==> src/rtl/dcm_clkgen_prog_rx.sv <==
// rtl/dcm_clkgen_prog_rx.sv - DCM_CLKGEN PROGEN/PROGDATA/PROGDONE responder decoding LoadD/LoadM/GO into M-1/D-1
// Optional error counter port err_count_o is built when CLKGEN_RX_ERRCNT_EN is defined.
module dcm_clkgen_prog_rx #(
  parameter int unsigned DONE_DELAY = 16,
  parameter logic [7:0]  INIT_M1    = 8'd1,
  parameter logic [7:0]  INIT_D1    = 8'd1
) (
  input  logic       clk_i,
  input  logic       reset_n_i,
  input  logic       progen_i,
  input  logic       progdata_i,
  output logic       progdone_o,
  output logic [7:0] mult_m1_o,
  output logic [7:0] div_m1_o,
  output logic       applied_o,
`ifdef CLKGEN_RX_ERRCNT_EN
  output logic       frame_err_o,
  output logic [7:0] err_count_o
`else
  output logic       frame_err_o
`endif
);

  typedef enum logic [2:0] {
    S_IDLE,
    S_SHIFT,
    S_GOCHK,
    S_DISCARD,
    S_BUSY
  } state_t;

  localparam logic [7:0] DLY_LOAD = 8'(DONE_DELAY - 1);

  state_t     state, state_n;
  logic [3:0] bit_cnt, bit_cnt_n;
  logic [7:0] shift_q, shift_n;
  logic       tgt_m, tgt_m_n;
  logic [7:0] dly_cnt, dly_cnt_n;
  logic [7:0] pend_m1, pend_d1;
  logic       progen_q;
  logic       err, commit, apply, start_busy;

  always_comb begin
    state_n    = state;
    bit_cnt_n  = bit_cnt;
    shift_n    = shift_q;
    tgt_m_n    = tgt_m;
    dly_cnt_n  = dly_cnt;
    err        = 1'b0;
    commit     = 1'b0;
    apply      = 1'b0;
    start_busy = 1'b0;
    case (state)
      S_IDLE: begin
        if (progen_i) begin
          if (progdata_i) begin
            state_n   = S_SHIFT;
            bit_cnt_n = 4'd1;
          end else begin
            state_n = S_GOCHK;
          end
        end
      end
      S_SHIFT: begin
        // bit_cnt == 10 means all ten frame bits are in; this sample is the terminator
        if (bit_cnt == 4'd10) begin
          if (progen_i) begin
            err     = 1'b1;
            state_n = S_DISCARD;
          end else begin
            commit  = 1'b1;
            state_n = S_IDLE;
          end
        end else if (!progen_i) begin
          err     = 1'b1;
          state_n = S_IDLE;
        end else begin
          if (bit_cnt == 4'd1) tgt_m_n = progdata_i;
          else                 shift_n = {progdata_i, shift_q[7:1]};
          bit_cnt_n = bit_cnt + 4'd1;
        end
      end
      S_GOCHK: begin
        if (progen_i) begin
          err     = 1'b1;
          state_n = S_DISCARD;
        end else begin
          start_busy = 1'b1;
          dly_cnt_n  = DLY_LOAD;
          state_n    = S_BUSY;
        end
      end
      S_DISCARD: begin
        if (!progen_i) state_n = S_IDLE;
      end
      S_BUSY: begin
        // one error per intruding frame; the countdown itself is never disturbed
        err = progen_i && !progen_q;
        if (dly_cnt == 8'd0) begin
          apply   = 1'b1;
          state_n = progen_i ? S_DISCARD : S_IDLE;
        end else begin
          dly_cnt_n = dly_cnt - 8'd1;
        end
      end
      default: state_n = S_IDLE;
    endcase
  end

  always_ff @(posedge clk_i) begin
    if (!reset_n_i) begin
      state    <= S_IDLE;
      bit_cnt  <= 4'd0;
      shift_q  <= 8'd0;
      tgt_m    <= 1'b0;
      dly_cnt  <= 8'd0;
      progen_q <= 1'b0;
    end else begin
      state    <= state_n;
      bit_cnt  <= bit_cnt_n;
      shift_q  <= shift_n;
      tgt_m    <= tgt_m_n;
      dly_cnt  <= dly_cnt_n;
      progen_q <= progen_i;
    end
  end

  always_ff @(posedge clk_i) begin
    if (!reset_n_i) begin
      pend_m1     <= INIT_M1;
      pend_d1     <= INIT_D1;
      mult_m1_o   <= INIT_M1;
      div_m1_o    <= INIT_D1;
      progdone_o  <= 1'b1;
      applied_o   <= 1'b0;
      frame_err_o <= 1'b0;
    end else begin
      applied_o   <= apply;
      frame_err_o <= frame_err_o | err;
      if (commit) begin
        if (tgt_m) pend_m1 <= shift_q;
        else       pend_d1 <= shift_q;
      end
      if (start_busy) progdone_o <= 1'b0;
      if (apply) begin
        progdone_o <= 1'b1;
        mult_m1_o  <= pend_m1;
        div_m1_o   <= pend_d1;
      end
    end
  end

`ifdef CLKGEN_RX_ERRCNT_EN
  always_ff @(posedge clk_i) begin
    if (!reset_n_i)                       err_count_o <= 8'd0;
    else if (err && err_count_o != 8'hFF) err_count_o <= err_count_o + 8'd1;
  end
`endif

endmodule

==> config.mk <==
export PLATFORM = sky130hd
export DESIGN_NAME = dcm_clkgen_prog_rx
export DESIGN_NICKNAME = d
export VERILOG_FILES = /design/src/rtl/dcm_clkgen_prog_rx.sv
export SDC_FILE = /design/constraint.sdc
export NUM_CORES = 1
export LEC_CHECK = 0
export CELL_PAD_IN_SITES_DETAIL_PLACEMENT = 0
export CELL_PAD_IN_SITES_GLOBAL_PLACEMENT = 1
export CORE_ASPECT_RATIO = 0.5
export CORE_MARGIN = 5
export CORE_UTILIZATION = 40
export CTS_CLUSTER_DIAMETER = 200
export CTS_CLUSTER_SIZE = 12
export DETAILED_ROUTE_END_ITERATION = 16
export PLACE_DENSITY = 0.72
export REMOVE_ABC_BUFFERS = 1
export SYNTH_ARGS = -nofsm -noshare
export SYNTH_HDL_FRONTEND = slang
export SYNTH_SLANG_ARGS = --single-unit
export TNS_END_PERCENT = 50
==> constraint.sdc <==
create_clock -name clk_i -period 1.9 [get_ports clk_i]
set_clock_uncertainty 0.1 [all_clocks]
set_input_delay 0.38 -clock clk_i [delete_from_list [all_inputs] [get_ports clk_i]]
set_output_delay 0.38 -clock clk_i [all_outputs]
set_load 0.01 [all_outputs]
==> flow_summary_export.csv, run 1 <==
group,metric,value,unit
route,vias,1984,
synthesis,synth-main-ff-cell,"dfxtp_1",
synthesis,yosys_warnings,0,
synthesis,avgSynthCellArea,10.1,um2
floorplanning,fp.dieW,123,um
run,maxCapViolCount,0,
floorplanning,initial_core_util,41.6,%
finish,fillers,537,
critical_path,crit_type,"register to register",
timing,finalWorstSetupSlack,0.0253,ns
synthesis,yosysSeqAreaShare,47.3,%
critical_path,cp-start-kind,"register",
synthesis,synthTopCellsByArea,"dfxtp_1 (47%), mux2i_1 (11%), a22o_1 (4.8%)",
critical_path,worstPathArrival,2.01,ns
timing,max_freq,0.533,GHz
floorplanning,num_io_pins,23,
place,numPlacedInstances,382,
power_and_ir_drop,power.density,933,nW/um2
timing,relSlewSlack,70.8,%
global_route,grt_pass1_wl,9.34,mm
floorplanning,core,6110,um2
place,place_congestion,0.809,
power_and_ir_drop,p_leak,1.46,nW
critical_path,cp_max_fo,5,
critical_path,cp.required,2.04,ns
route,ant_nets,0,
timing,worstMarginPinSlew,0.438,ns
timing,hold_viol,0,
clock_network,cts_hold_buf,0,
finish,area_growth,36.2,%
route,wire_per_inst,13.8,um
timing,fin_crit_sh,98.7,%
finish,utilization,56.7,%
global_route,grt_max_degree,24,
global_route,grt.overflow.total,0,
finish,finalNonFillerCells,399,
synthesis,synth_edf_count,0,
floorplanning,rows,20,
synthesis,ys_seq_elements,60,
timing,grt_setup_unrepaired,"true",
clock_network,cts_root_buf,"clkbuf_16",
power_and_ir_drop,finalPower,3.23,mW
clock_network,clockBufferDepth,2,
global_route,grt_pass1_vias,2017,
timing,fin_crit,1.87,ns
synthesis,netlist_instances,252,
clock_network,worstSkewPairLatency,0.32,ns
clock_network,clock-sinks,60,
finish,drive_gt1_share,22.5,%
floorplanning,dieArea,8140,um2
route,totalWireLength,5.49,mm
power_and_ir_drop,peakVddDrop,0.416,mV
global_route,grt.total_usage,15.2,%
place,port_buffers,22,
clock_network,htree_levels,3,
global_route,antenna_found_initial,0,
status,outcome,"completed",
finish,num_antenna_cells,0,
synthesis,yosysTopAreaCell,"dfxtp_1",
critical_path,end_kind,"register",
clock_network,clk_pin_slew,0.05,ns
route,dr.first_iter.drc_count,95,
synthesis,synth_top_area_share,47.3,%
synthesis,synth_area,2540,um2
finish,final_nets,317,
timing,timing.hold.ws,0.354,ns
timing,setup_viol,0,
floorplanning,die_h,66.3,um
place,dp_hpwl,3.78,mm
clock_network,cts_made_buffers,9,
synthesis,synth_cell_types,50,
worst_hold_path,worstHoldPathType,"register to register",
place,post-place-ws,-0.269,ns
clock_network,cts_tree,"done",
synthesis,synth-async-reset-ratio,0,%
route,drc,0,
route,dr.pass1.iters,4,
timing,slew_viol_final,0,
route,vias_per_cell,4.97,
[cell usage after synthesis, drive strengths merged, types with 2 or more instances]
library cell,count
o21ai,6
nand2,15
nor3,3
buf,8
nor2,31
a311oi,2
nor3b,4
or3,5
a211oi,3
a2bb2oi,2
ha,7
nand3,5
and2,3
nand3b,3
mux2i,29
o21a,2
a21oi,7
a22o,14
dfxtp,60
inv,9
nand2b,5
nor4,3
clkbuf,6
a2111oi,2
[kinds of logic after synthesis]
logic type / synth area share (%)
mux: 11.4
flops: 47.3
fa+ha+maj: 3.45
simple gates: 18.8
compound gates: 14.4
buf+inv: 4.63
[final cells by class]
| cell class | count | area, um2 | area share [%] |
|---|---|---|---|
| sequential | 60 | 1200 | 34.8 |
| multi-input combinational | 168 | 1280 | 36.9 |
| clock inverter | 3 | 45.0 | 1.30 |
| clock buffer | 13 | 260 | 7.52 |
| tap | 88 | 110 | 3.18 |
| timing repair buffer | 57 | 524 | 15.2 |
| inverter | 10 | 37.5 | 1.08 |
[layout by cell type (no fill, tap or decap), drive strengths merged, types with 2 or more instances in the layout]
cell type | netlist | layout
nand3b | 3 | 3
nor2 | 31 | 31
nand2b | 5 | 5
o21ai | 6 | 6
buf | 8 | 35
clkbuf | 6 | 13
a21oi | 7 | 7
a2bb2oi | 2 | 2
nor3b | 4 | 4
or3 | 5 | 5
o21a | 2 | 2
a211oi | 3 | 3
nand2 | 15 | 15
clkdlybuf4s50 | 0 | 22
mux2i | 29 | 29
dfxtp | 60 | 60
a2111oi | 2 | 2
nor3 | 3 | 3
and2 | 3 | 3
nand3 | 5 | 5
inv | 9 | 9
a311oi | 2 | 2
ha | 7 | 7
a22o | 14 | 14
clkinvlp | 0 | 2
nor4 | 3 | 3
[worst max-delay path, cell delays in order, from the launching register on]
cell	delay, ns
dfxtp_2	0.33
inv_2	0.03
ha_1	0.17
and3b_2	0.25
a2111oi_4	0.50
nand2_1	0.14
o32ai_1	0.27
[registers in the layout, summed over array words and instances (netlist names), 3 cells and up]
name	cells
shift_q	8
pend_m1	8
mult_m1_o	8
state	3
pend_d1	8
dly_cnt	8
div_m1_o	8
bit_cnt	4
[layer usage]
metal | track usage, % | routed length [um]
met1 | 17.7 | 2540
met2 | 24.8 | 2620
met3 | 5.38 | 239
met4 | 7.81 | 93
met5 | 0 | 0
[through the flow]
step | instance area, um2 | setup TNS, ns
6_report | 3460 | 0
5_1_grt | 3460 | -0.0338
4_1_cts | 3430 | 0
3_5_place_dp | 3080 | -5.67
3_3_place_gp | 3080 | -4.66
2_1_floorplan | 2460 | -6.10
[power breakdown]
group          total (mW)  leakage (nW)  internal (mW)  switching, mW
combinational       0.297         0.828          0.145          0.152
clock                1.62         0.142           1.09          0.538
sequential           1.31         0.486           1.28         0.0225
[timing repair]
action	CTS	global route
setup endpoints to repair	12	39
resized for setup	7	12
setup buffers	2	1
pin swaps	3	3
gates cloned	0	0
[worst paths after layout]
path,startpoint,end,slack (ns),cells past startpoint
min,pend_m1[0]$_SDFFE_PN1P_,mult_m1_o[0]$_SDFFE_PN1P_,0.35,2
min reg2reg,pend_m1[0]$_SDFFE_PN1P_,mult_m1_o[0]$_SDFFE_PN1P_,0.35,2
max reg2reg,bit_cnt[0]$_SDFFE_PN0P_,bit_cnt[3]$_SDFFE_PN0P_,0.03,6
max,bit_cnt[0]$_SDFFE_PN0P_,bit_cnt[3]$_SDFFE_PN0P_,0.03,6
Power figures use the tool's default switching activity.
==> run 2: changes to the inputs <==
CORE_UTILIZATION = 42   (was 40)
CTS_BUF_LIST = sky130_fd_sc_hd__clkbuf_8   (was not set)
PLACE_DENSITY = 0.75   (was 0.72)
==> flow_summary_export.csv, run 2 (synthesis gave the netlist of run 1 again) <==
group,metric,value,unit
status,outcome,"finished with violations",
status,violations,"negative setup slack",
critical_path,critPathMaxStageDelay,0.64,ns
finish,final_common_cell,"dfxtp_1",
global_route,grt_pass1_wl,9.32,mm
power_and_ir_drop,finalPower,2.89,mW
power_and_ir_drop,peakVddDrop,0.422,mV
finish,num_antenna_cells,0,
critical_path,end_kind,"register",
global_route,antenna_found_initial,0,
clock_network,clk_pin_slew,0.07,ns
timing,slew_viol_final,0,
place,numPlacedInstances,367,
route,drc,0,
timing,max_freq,0.519,GHz
route,vias,1985,
timing,grt_setup_unrepaired,"true",
global_route,grt.overflow.total,0,
floorplanning,initial_core_util,42.6,%
global_route,grt_max_degree,26,
timing,relSlewSlack,74.8,%
run,maxCapViolCount,0,
place,place_area,3030,um2
critical_path,cp_max_fo,8,
clock_network,worstSkewPairLatency,0.33,ns
floorplanning,fp.dieW,120,um
clock_network,htree_levels,3,
place,dp_hpwl,3.58,mm
worst_hold_path,holdPathStages,2,
finish,finalNonFillerCells,388,
critical_path,worstPathArrival,2.04,ns
clock_network,clock-sinks,60,
route,ant_nets,0,
timing,setup_viol,2,
critical_path,cp.depth,6,
floorplanning,die_h,65.0,um
worst_hold_path,worstHoldPathType,"register to register",
floorplanning,rows,20,
route,wire_per_inst,14.2,um
critical_path,path_buf_inv,1,
place,place_congestion,0.824,
clock_network,cts_made_buffers,9,
power_and_ir_drop,p_leak,1.44,nW
timing,finalWorstSetupSlack,-0.0276,ns
global_route,grt_pass1_vias,1935,
timing,fin_crit,1.93,ns
global_route,grt.total_usage,15.2,%
critical_path,cp_slowest_cell,"or4_4",
power_and_ir_drop,power.density,851,nW/um2
floorplanning,dieArea,7800,um2
critical_path,cp.required,2.01,ns
place,port_buffers,22,
timing,fin_crit_sh,101,%
finish,area_growth,33.7,%
finish,most-common-layout-cells,"dfxtp_1 (56), nor2_1 (30), mux2i_1 (29), buf_4 (29), clkdlybuf4s50_1 (22)",
clock_network,cts_root_buf,"clkbuf_8",
route,vias_per_cell,5.12,
clock_network,cts_tree,"done",
clock_network,cts_hold_buf,0,
finish,fin_area,3400,um2
floorplanning,num_io_pins,23,
critical_path,critPathTopFamily,"simple AND/OR/NAND/NOR gates",
floorplanning,core,5960,um2
finish,fillers,526,
timing,hold_viol,0,
critical_path,cp-start-kind,"register",
timing,worstMarginPinSlew,0.378,ns
route,dr.first_iter.drc_count,57,
critical_path,path_cells,"buf_4 > ha_2 > nor3b_4 > or4_4 > mux2i_1 > nor2_1",
finish,final_nets,317,
route,totalWireLength,5.50,mm
clock_network,clockBufferDepth,2,
finish,drive_gt1_share,23.8,%
route,dr.pass1.iters,4,
critical_path,crit_type,"register to register",
critical_path,r2r_slack,-0.03,ns
critical_path,worstRegToRegCells,6,
[run 2: area by class of cell]
| cell class | instances | area [um2] | area share [%] |
|---|---|---|---|
| repair buffers | 57 | 523 | 15.4 |
| well taps | 77 | 96.3 | 2.84 |
| clock inverters | 5 | 76.3 | 2.25 |
| flip-flops and latches | 60 | 1210 | 35.5 |
| inverters | 10 | 37.5 | 1.11 |
| clock buffers | 11 | 151 | 4.46 |
| multi-input cells | 168 | 1310 | 38.4 |
[run 2: path summary, 6_finish.rpt]
check / from / to
worst max-delay path: bit_cnt[0]$_SDFFE_PN0P_ / shift_q[3]$_SDFFE_PN0P_
worst min-delay path: pend_m1[0]$_SDFFE_PN1P_ / mult_m1_o[0]$_SDFFE_PN1P_
worst max register to register: bit_cnt[0]$_SDFFE_PN0P_ / shift_q[3]$_SDFFE_PN0P_
worst min register to register: pend_m1[0]$_SDFFE_PN1P_ / mult_m1_o[0]$_SDFFE_PN1P_
[run 2: through the flow]
step / hold WS [ns] / setup TNS [ns] / util [%] / worst slack, ns
2_1_floorplan: 0.324 / -6.10 / - / -0.625
3_5_place_dp: 0.348 / -4.29 / 50.8 / -0.294
5_1_grt: 0.383 / -1.00 / 57.0 / -0.130
4_1_cts: 0.364 / -0.00347 / 55.5 / -0.00347
6_report: 0.358 / -0.0487 / 57.0 / -0.0276
3_3_place_gp: 0.346 / -3.83 / 50.8 / -0.265
[run 2: what timing repair did]
item                       in CTS  in global routing
setup endpoints to repair      18                 35
gates cloned                    0                  1
gates resized for setup         8                 22
buffers inserted                3                  3
pin swaps                       4                  7
[run 2: tightest hold or removal path: stages (launching register included)]
cell       delay [ns]
dfxtp_1          0.31
inv_1            0.05
a2bb2oi_1        0.05
[run 2: metal layers]
metal / wire (um) / GRT usage (%)
met5: 0 / 0
met4: 40 / 3.99
met3: 208 / 6.63
met2: 2600 / 23.8
met1: 2650 / 19.2
[run 2: where the power goes]
part           leakage, nW  switching, mW  internal (mW)
sequential           0.487         0.0216           1.28
clock                0.122          0.483          0.803
combinational        0.831          0.155          0.145
==> run 3: changes to the inputs <==
CORE_UTILIZATION = 46   (was 42)
PLACE_DENSITY = 0.78   (was 0.75)
clock period = 1.8 ns   (was 1.9 ns; I/O delays follow)
==> flow_summary_export.csv, run 3 (synthesis gave the netlist of run 1 again) <==
group,metric,value,unit
power_and_ir_drop,finalPower,3.05,mW
power_and_ir_drop,p_leak,1.47,nW
finish,num_antenna_cells,0,
finish,seq_area,1210,um2
run,maxCapViolCount,0,
finish,area_growth,36.6,%
floorplanning,num_io_pins,23,
floorplanning,initial_core_util,46.9,%
clock_network,cts_hold_buf,0,
timing,slew_viol_final,0,
clock_network,cts_made_buffers,9,
floorplanning,die_h,62.5,um
finish,fillers,458,
clock_network,htree_levels,3,
critical_path,cp_max_fo,8,
route,wire_per_inst,14.3,um
place,dp_hpwl,3.73,mm
global_route,grt_pass1_wl,9.65,mm
route,vias_per_cell,5.13,
route,totalWireLength,5.59,mm
global_route,grt_max_degree,25,
power_and_ir_drop,peakVddDrop,0.484,mV
global_route,grt.total_usage,16.7,%
route,drc,0,
status,outcome,"finished with violations",
clock_network,cts_root_buf,"clkbuf_8",
finish,most-common-layout-cells,"dfxtp_1 (55), buf_4 (36), nor2_1 (30)",
clock_network,cts_tree,"done",
route,dr.pass1.iters,6,
status,violations,"negative setup slack",
finish,utilization,64.0,%
critical_path,end_kind,"register",
timing,setup_viol,13,
place,place_area,3090,um2
global_route,antenna_found_initial,0,
floorplanning,dieArea,7200,um2
timing,timing.hold.ws,0.354,ns
global_route,grt_pass1_vias,2065,
timing,fin_crit,1.84,ns
finish,drive_gt1_share,27.4,%
clock_network,clk_pin_slew,0.06,ns
place,numPlacedInstances,371,
critical_path,crit_type,"register to register",
route,dr.first_iter.drc_count,93,
timing,tns,-0.297,ns
place,place_congestion,0.847,
route,ant_nets,0,
floorplanning,fp.dieW,115,um
floorplanning,core,5420,um2
finish,final_common_cell,"dfxtp_1",
clock_network,worstSkewPairLatency,0.34,ns
timing,worstMarginPinSlew,0.362,ns
critical_path,cp-start-kind,"register",
timing,finalWorstSetupSlack,-0.0402,ns
timing,fin_crit_sh,102,%
critical_path,worstPathArrival,1.97,ns
finish,fin_area,3470,um2
place,post-place-ws,-0.356,ns
finish,final_nets,323,
floorplanning,rows,19,
timing,relSlewSlack,75.8,%
timing,grt_setup_unrepaired,"true",
timing,hold_viol,0,
clock_network,clock-sinks,60,
finish,multi_input_area,1340,um2
timing,max_freq,0.543,GHz
power_and_ir_drop,power.density,878,nW/um2
route,vias,1999,
global_route,grt.overflow.total,0,
place,port_buffers,22,
critical_path,cp.required,1.93,ns
finish,finalNonFillerCells,390,
worst_hold_path,worstHoldPathType,"register to register",
clock_network,clockBufferDepth,2,
==> run 3: changes by cell type in the layout (fill, tap and decap cells not counted), sizes merged <==
cell	delta
buf	+6
clkbuf	-1
clkinvlp	+1
==> run 3: path summary, 6_finish.rpt <==
kind	start	endpoint	depth (start not counted)	slack, ns
setup / recovery	bit_cnt[0]$_SDFFE_PN0P_	shift_q[2]$_SDFFE_PN0P_	6	-0.04
hold / removal	pend_m1[0]$_SDFFE_PN1P_	mult_m1_o[0]$_SDFFE_PN1P_	2	0.35
setup reg to reg	bit_cnt[0]$_SDFFE_PN0P_	shift_q[2]$_SDFFE_PN0P_	6	-0.04
hold reg to reg	pend_m1[0]$_SDFFE_PN1P_	mult_m1_o[0]$_SDFFE_PN1P_	2	0.35
==> run 3: critical path: stages (launching register included) <==
cell and delay [ns]:
dfxtp_2 0.33, inv_2 0.05, ha_4 0.14, and3b_2 0.25, or4_4 0.60, mux2i_1 0.20
nor2_1 0.05
==> run 3: what timing repair did <==
item                       CTS  global route
pin swaps                    9             8
cloned                       0             0
buffers inserted             4             1
setup endpoints to repair   40            43
gates resized for setup     21            15
==> run 3: area by class of cell <==
| cell class | count | area share (%) |
|---|---|---|
| Tap cell | 73 | 2.63 |
| Clock inverter | 6 | 2.31 |
| Timing Repair Buffer | 63 | 16.5 |
| Sequential cell | 60 | 34.8 |
| Multi-Input combinational cell | 168 | 38.7 |
| Inverter | 10 | 1.08 |
| Clock buffer | 10 | 3.97 |
==> run 3: per-layer routing <==
layer  wire length [um]  global-route usage (%)  vias to the layer above
li1                   -                       -                     1016
met4                 55                    4.83                        0
met1               2570                    20.1                      942
met2               2710                    27.4                       32
met5                  0                       0                        -
met3                268                    6.87                        9
==> run 3: power by group <==
part / switching, mW / leakage [nW] / total, mW / internal [mW]
Sequential: 0.0265 / 0.487 / 1.38 / 1.35
Clock: 0.513 / 0.115 / 1.32 / 0.804
Combinational: 0.174 / 0.869 / 0.349 / 0.175
Total: 0.714 / 1.47 / 3.05 / 2.33
